==> src/rtl/rom_seq_pkg.sv <==
// rtl/rom_seq_pkg.sv - shared widths and FSM state type for the ROM sequential reader
package rom_seq_pkg;

   localparam int ADDR_W = 6;
   localparam int DATA_W = 16;
   localparam int LEN_W  = 7;
   localparam int SUM_W  = DATA_W + ADDR_W;

   typedef enum logic [1:0] {
      ST_IDLE  = 2'd0,
      ST_RUN   = 2'd1,
      ST_DRAIN = 2'd2
   } state_e;

endpackage

==> src/rtl/rom_seq_reader.sv <==
// rtl/rom_seq_reader.sv - streams a burst of consecutive ROM words with valid/ready and a running sum
import rom_seq_pkg::*;

module rom_seq_reader #(
   parameter int ADDR_W = rom_seq_pkg::ADDR_W,
   parameter int DATA_W = rom_seq_pkg::DATA_W,
   parameter int LEN_W  = rom_seq_pkg::LEN_W,
   parameter int SUM_W  = rom_seq_pkg::SUM_W
) (
   input  logic              clk_i,
   input  logic              rst_ni,
   input  logic              start_i,
   input  logic [ADDR_W-1:0] base_i,
   input  logic [LEN_W-1:0]  len_i,
   output logic [ADDR_W-1:0] addr_o,
   input  logic [DATA_W-1:0] rom_i,
   output logic [DATA_W-1:0] data_o,
   output logic              valid_o,
   input  logic              ready_i,
   output logic              last_o,
   output logic              busy_o,
   output logic              done_o,
   output logic [SUM_W-1:0]  sum_o
);

   localparam logic [LEN_W-1:0] MAX_LEN = LEN_W'(2 ** ADDR_W);
   localparam logic [LEN_W-1:0] ONE     = LEN_W'(1);

   state_e              state_q, state_d;
   logic [ADDR_W-1:0]   addr_q,  addr_d;
   logic [LEN_W-1:0]    rem_q,   rem_d;
   logic [DATA_W-1:0]   data_q,  data_d;
   logic                valid_q, valid_d;
   logic                last_q,  last_d;
   logic                done_q,  done_d;
   logic [SUM_W-1:0]    sum_q,   sum_d;
   logic                hs;

   always_comb begin
      state_d = state_q;
      addr_d  = addr_q;
      rem_d   = rem_q;
      data_d  = data_q;
      valid_d = valid_q;
      last_d  = last_q;
      done_d  = 1'b0;
      sum_d   = sum_q;
      hs      = valid_q && ready_i;

      // A handshake retires the held word; a load below in the same cycle overrides the clear.
      if (hs) begin
         sum_d   = sum_q + SUM_W'(data_q);
         valid_d = 1'b0;
         last_d  = 1'b0;
      end

      case (state_q)
         ST_IDLE: begin
            if (start_i) begin
               sum_d = '0;
               if (len_i == '0) begin
                  done_d = 1'b1;
               end else begin
                  addr_d  = base_i;
                  rem_d   = (len_i > MAX_LEN) ? MAX_LEN : len_i;
                  state_d = ST_RUN;
               end
            end
         end
         ST_RUN: begin
            if (!valid_q || ready_i) begin
               data_d  = rom_i;
               valid_d = 1'b1;
               last_d  = (rem_q == ONE);
               addr_d  = addr_q + ADDR_W'(1);
               rem_d   = rem_q - ONE;
               if (rem_q == ONE) begin
                  state_d = ST_DRAIN;
               end
            end
         end
         ST_DRAIN: begin
            if (hs) begin
               done_d  = 1'b1;
               state_d = ST_IDLE;
            end
         end
         default: state_d = ST_IDLE;
      endcase
   end

   always_ff @(posedge clk_i or negedge rst_ni) begin
      if (!rst_ni) begin
         state_q <= ST_IDLE;
         addr_q  <= '0;
         rem_q   <= '0;
         data_q  <= '0;
         valid_q <= 1'b0;
         last_q  <= 1'b0;
         done_q  <= 1'b0;
         sum_q   <= '0;
      end else begin
         state_q <= state_d;
         addr_q  <= addr_d;
         rem_q   <= rem_d;
         data_q  <= data_d;
         valid_q <= valid_d;
         last_q  <= last_d;
         done_q  <= done_d;
         sum_q   <= sum_d;
      end
   end

   assign addr_o  = addr_q;
   assign data_o  = data_q;
   assign valid_o = valid_q;
   assign last_o  = last_q;
   assign done_o  = done_q;
   assign sum_o   = sum_q;
   assign busy_o  = (state_q != ST_IDLE);

endmodule

==> config.mk <==
export PLATFORM = sky130hd
export DESIGN_NAME = rom_seq_reader
export DESIGN_NICKNAME = d
export VERILOG_FILES = /design/src/rtl/rom_seq_pkg.sv /design/src/rtl/rom_seq_reader.sv
export SDC_FILE = /design/constraint.sdc
export NUM_CORES = 1
export LEC_CHECK = 0
export CORE_MARGIN = 2
export CORE_UTILIZATION = 35
export DETAILED_ROUTE_END_ITERATION = 7
export DONT_BUFFER_PORTS = 1
export GPL_TIMING_DRIVEN = 1
export PLACE_DENSITY = 0.5
export SETUP_SLACK_MARGIN = 0.15
export SLEW_MARGIN = 20
export SYNTH_ARGS = -nofsm -noshare
export SYNTH_HDL_FRONTEND = slang
export SYNTH_SLANG_ARGS = --single-unit
export TNS_END_PERCENT = 5
==> constraint.sdc <==
create_clock -name clk_i -period 4.5 [get_ports clk_i]
set_input_delay 1.125 -clock clk_i [delete_from_list [all_inputs] [get_ports clk_i]]
set_output_delay 1.125 -clock clk_i [all_outputs]
set_load 0.01 [all_outputs]
# After elaboration in Yosys (flattened, before gate mapping)
# Cells that the tools add are included.
# totals
elab_cells	58
in_bits	33
ff_bits	56
# classes
n_eq_ne	8
n_reduce_logical	10
n_mux	28
n_lt_le_gt_ge	1
add_sub_neg	3
# op_table
op	count
two-way mux 22 bit	3
two-way mux 7 bit	4
adder 22 x 16 -> 22 bit	1
two-way mux 6 bit	3
case mux 7 bit (2 select lines)	1
case mux 6 bit (2 select lines)	1
two-way mux 2 bit	5
inequality test 2 bit (second input constant)	5
two-way mux 1 bit	9
equality test 7 x 1 -> 1 bit (second input constant)	1
greater-than comparator 7 bit (second input constant)	1
logical NOT 7 bit	1
subtractor 7 x 1 -> 7 bit (second input constant)	1
adder 6 x 1 -> 6 bit (second input constant)	1
case mux 2 bit (3 select lines)	1
AND reduction 5 bit	1
AND reduction 4 bit	1
nonzero test 2 bit	2
equality test 2 x 1 -> 1 bit (second input constant)	1
equality test 2 bit (second input constant)	1
logical NOT 2 bit	1
case mux 1 bit (2 select lines)	1
AND reduction 2 bit	1
logical AND 1 bit	1
2 further kinds	2

# Longest topological paths before layout
# logic_depth
depth_word	5
ltp_mapped	9

# Least setup slack after synthesis
# No wires, ideal clock.
# synth_timing
path_type	input port to flip-flop
start	input len_i[3]
end	register rem_q[1]
path_stages	6
t_arrival_ps	2367
path_slack_ps	2060
path_buffers	1
setup_ps	73
path_cell_list	or4_4 -> nor4_4 -> o2bb2ai_4 -> buf_6 -> nor2_1 -> a21oi_2
# synth_between
elab_chain_cells	5
# synth_rtl
item	line_no	source
from (decl)	rom_seq_reader.sv:14	input logic [LEN_W-1:0] len_i,
greater-than comparator 7 bit	rom_seq_reader.sv:65	rem_d = (len_i > MAX_LEN) ? MAX_LEN : len_i;
two-way mux 7 bit	rom_seq_reader.sv:65	
two-way mux 7 bit	rom_seq_reader.sv:61	if (len_i == '0) begin
two-way mux 7 bit	rom_seq_reader.sv:59	if (start_i) begin
case mux 7 bit (2 select lines)	rom_seq_reader.sv:57	case (state_q)
to (signal assigned)	rom_seq_reader.sv:105	rem_q <= rem_d;
to (decl)	rom_seq_reader.sv:31	logic [LEN_W-1:0] rem_q, rem_d;
# Several ways; a longest one is shown, not always the timed one. The select of a mux whose other input is x is not followed.
# A chain may end at the register's enable or synchronous reset.

# Worst setup path after layout
# layout_timing
start	register sum_q[0], in the netlist sum_o[0]
end	register sum_q[20], in the netlist sum_o[20]
# layout_between
elab_chain_cells	4
# layout_rtl
item	line_no	source
from (decl)	rom_seq_reader.sv:36	logic [SUM_W-1:0] sum_q, sum_d;
from (signal assigned)	rom_seq_reader.sv:110	sum_q <= sum_d;
adder 22 x 16 -> 22 bit *	rom_seq_reader.sv:52	sum_d = sum_q + SUM_W'(data_q);
two-way mux 22 bit *	rom_seq_reader.sv:51	if (hs) begin
two-way mux 22 bit	rom_seq_reader.sv:59	
two-way mux 22 bit *	rom_seq_reader.sv:57	
named net sum_d[20]	rom_seq_reader.sv:36	
# Mark *: on every way through the listed nets, which the timed path passes. The rest lies on a longest branch.

==> metrics.csv <==
stage,metric,value,unit
synth,synth_area,0.00338,sq mm
cts,ctsResizeCount,0,
power,vdd_drop_max,290,uV
power,p_seq_frac,0.359,
cts,postCtsHoldBufs,0,
critical_path,cp.required,4.72,ns
sta,final-max-slew-violation-count,0,
sta,grt_setup_unrepaired,false,
cts,ctsHtreeMaxLevel,2,
sta,hold_viol,0,
cts,path_clk_slew,0.10,ns
sta,period_minus_slack,2.56,ns
floorplanning,die_x,102,microns
synth,synth_top_area_share,0.415,
global_routing,use_met1,0.223,
detailed_routing,drt_iter0_markers,102,
place,dpl.cell_count,489,
global_routing,grt_pass1_wl,13100,microns
cts,cts_tree,built,
floorplanning,die_y,102,microns
global_routing,grt_max_degree,57,
place,port_buffers,0,
critical_path,end_kind,flop,
critical_path,startpoint_type,flop,
global_routing,grt_usage,0.158,
cts,root_buffer,clkbuf_8,
sta,hold-worst-slack,0.502,ns
critical_path,cpMaxStageDelayCell,dfrtp_1,
detailed_routing,ant_nets,0,
sta,finalSetupViolations,0,
global_routing,antenna_found_initial,0,
global_routing,grt_overflow,0,
cts,cts_sinks,56,
power,pwr-share-clk,0.099,
sta,max_freq,0.390,GHz
critical_path,cp_top_family,compound AO/OA/AOI/OAI gates,
power,switchingPower,0.00138,W
sta,maxSlewHeadroom,0.413,
floorplanning,row_count,35,
synth,syn-num-nets,427,
power,p_leak,1.51,nW
global_routing,grt_use_met2,0.251,
place,dp_hpwl,5710,microns
critical_path,path_buf_inv,1,
job,maxCapViolations,0,
cts,cts_buffers,5,
floorplanning,die_area,0.0105,sq mm
power,p_int,0.00151,W
synth,synth_top_area_cell,dfrtp_1,
critical_path,crit_chain,ha_1 > inv_1 > fa_1 > nand2b_1 > a21oi_2 > o31a_2 > a31oi_1 > or3_1 > a21oi_1,
place,gp_congestion,0.815,
critical_path,worstPathMaxFanout,6,
detailed_routing,detail_route.wl_per_cell,16.0,microns
critical_path,cp_data_arrival_time,2.79,ns
cts,clockBufferDepth,2,
final_layout,final_nets,420,
cts,clk_latency,0.30,ns
synth,synth_cells,374,
min_path,hold_class,in -> async,
run_status,outcome,finished clean,
synth,ys_ff_latch,56,
global_routing,busiest_layer,met2,
synth,yosysWarnings,0,
final_layout,area_growth,5.44,%
sta,tightest_slew,0.880,ns
detailed_routing,wl,7940,microns
floorplanning,pin_count,81,
final_layout,antenna_cells,0,
synth,yosysSeqAreaShare,0.415,
final_layout,drive_gt1_frac,0.0788,
cts,cts_setup_buffers,0,
sta,fin_tns_setup,0,ns
critical_path,critical_path_class,reg -> reg,
floorplanning,start_util,0.362,
global_routing,grt_pass1_vias,2526,
power,switching_share,0.479,
synth,syn-mean-instance-area,9.04,sq um
critical_path,critPathMaxStageDelay,0.44,ns
final_layout,layout.cells.non_filler,497,
floorplanning,core,0.00933,sq mm
synth,synthTopCellsByArea,"dfrtp_1, ha_1, a21oi_1, mux2_2, o21ai_0",
final_layout,n_fill_cell,941,
detailed_routing,drtPass1Iterations,4,
sta,fin_skew,0.00867,ns
detailed_routing,vias,2637,
detailed_routing,vias_per_cell,5.31,
sta,post-route-period-util,0.569,
power,power_density,811,mW/mm^2
global_routing,use_met3,0.0383,
synth,synth.distinct_cells,49,
power,pwr-share-comb,0.542,
detailed_routing,post-route-drc-count,0,
## cells in the mapped netlist, drive strengths merged
cell	instances
clkbuf	9
o31a	1
o211ai	3
nor3b	3
a31oi	5
inv	8
o21a	3
xnor2	5
o21ai	41
nor4	2
nand4b	1
nor2	30
nand3b	3
mux2i	4
a211o	1
ha	19
a21oi	46
nand3	9
a32o	1
mux2	15
a32oi	1
xor2	2
and2	4
nand4	1
o22ai	1
buf	7
dfrtp	56
or4	1
and3b	1
nand2	43
a21o	4
o31ai	2
nand2b	9
fa	1
o211a	1
nor2b	3
o22a	1
or3	4
o2bb2ai	1
a211oi	5
and3	4
nor3	11
a22oi	2
## registers in the layout, indices dropped and copies added, names as in the netlist
signal / flops
sum_o: 22
data_o: 16
rem_q: 7
addr_o: 6
state_q: 2
done_o: 1
last_o: 1
valid_o: 1
## kinds of logic after synthesis
| logic type | share of synthesized area |
|---|---|
| simple gates | 0.187 |
| compound gates | 0.209 |
| flops | 0.415 |
| buf+inv | 0.0333 |
| fa+ha+maj | 0.0762 |
| mux | 0.0618 |
| xor+xnor | 0.0181 |
## placed cells by master, fill, tap and decap left out, types with 4 or more instances in the layout
cell and n:
a211oi_1 5, a21o_1 4, a21oi_1 44, a31oi_1 5
and2_1 4, and3_1 4, clkbuf_8 6, dfrtp_1 56
ha_1 19, inv_1 8, mux2_2 15, mux2i_1 4
nand2_1 43, nand2b_1 9, nand3_1 9, nor2_1 30
nor3_1 11, o21ai_0 33, o21ai_1 8, or3_1 4
xnor2_1 5
## worst paths after layout
kind / from / to / slack (ns) / cells after the start
worst max-delay path: sum_o[0] / sum_o[20] / 1.94 / 9
worst min-delay path: rst_ni / data_o[15] / 0.50 / 0
worst max register to register: sum_o[0] / sum_o[20] / 1.94 / 9
worst min register to register: rem_q[5] / rem_q[5] / 0.52 / 2
max in group asynchronous: rst_ni / last_o / 3.89 / 0
min in group clk_i: rem_q[5] / rem_q[5] / 0.52 / 2
## power by group through the flow
stage / sequential, W / clock (W) / combinational [W]
5_1_grt: 0.00108 / 0.000325 / 0.00180
4_1_cts: 0.00104 / 0.000301 / 0.00157
6_report: 0.00104 / 0.000286 / 0.00157
3_5_place_dp: 0.00105 / 0 / 0.00156
2_1_floorplan: 0.000977 / 0 / 0.00131
3_3_place_gp: 0.00105 / 0 / 0.00154
## metal layers
metal / vias to the layer above / wire length, microns
met4: 0 / 47
li1: 1322 / -
met1: 1256 / 4000
met2: 55 / 3470
met3: 4 / 421
met5: - / 0
## through the flow
step	util	total power (W)	instance area, sq um	setup slack [ns]
6_report	0.382	0.00289	3560	1.94
5_1_grt	0.382	0.00321	3560	1.72
3_5_place_dp	0.373	0.00261	3470	1.74
4_1_cts	0.382	0.00291	3560	1.92
2_1_floorplan	-	0.00229	3380	2.06
3_3_place_gp	0.373	0.00259	3470	1.78
## layout make-up
type | instances | area (sq um) | share of cell area
Multi-Input combinational cell | 294 | 1870 | 0.524
Timing Repair Buffer | 2 | 15.0 | 0.00421
Sequential cell | 56 | 1400 | 0.393
Tap cell | 129 | 161 | 0.0453
Inverter | 8 | 30.0 | 0.00842
Clock buffer | 8 | 90.1 | 0.0253
No activity file was read; power rests on OpenSTA's default activity.
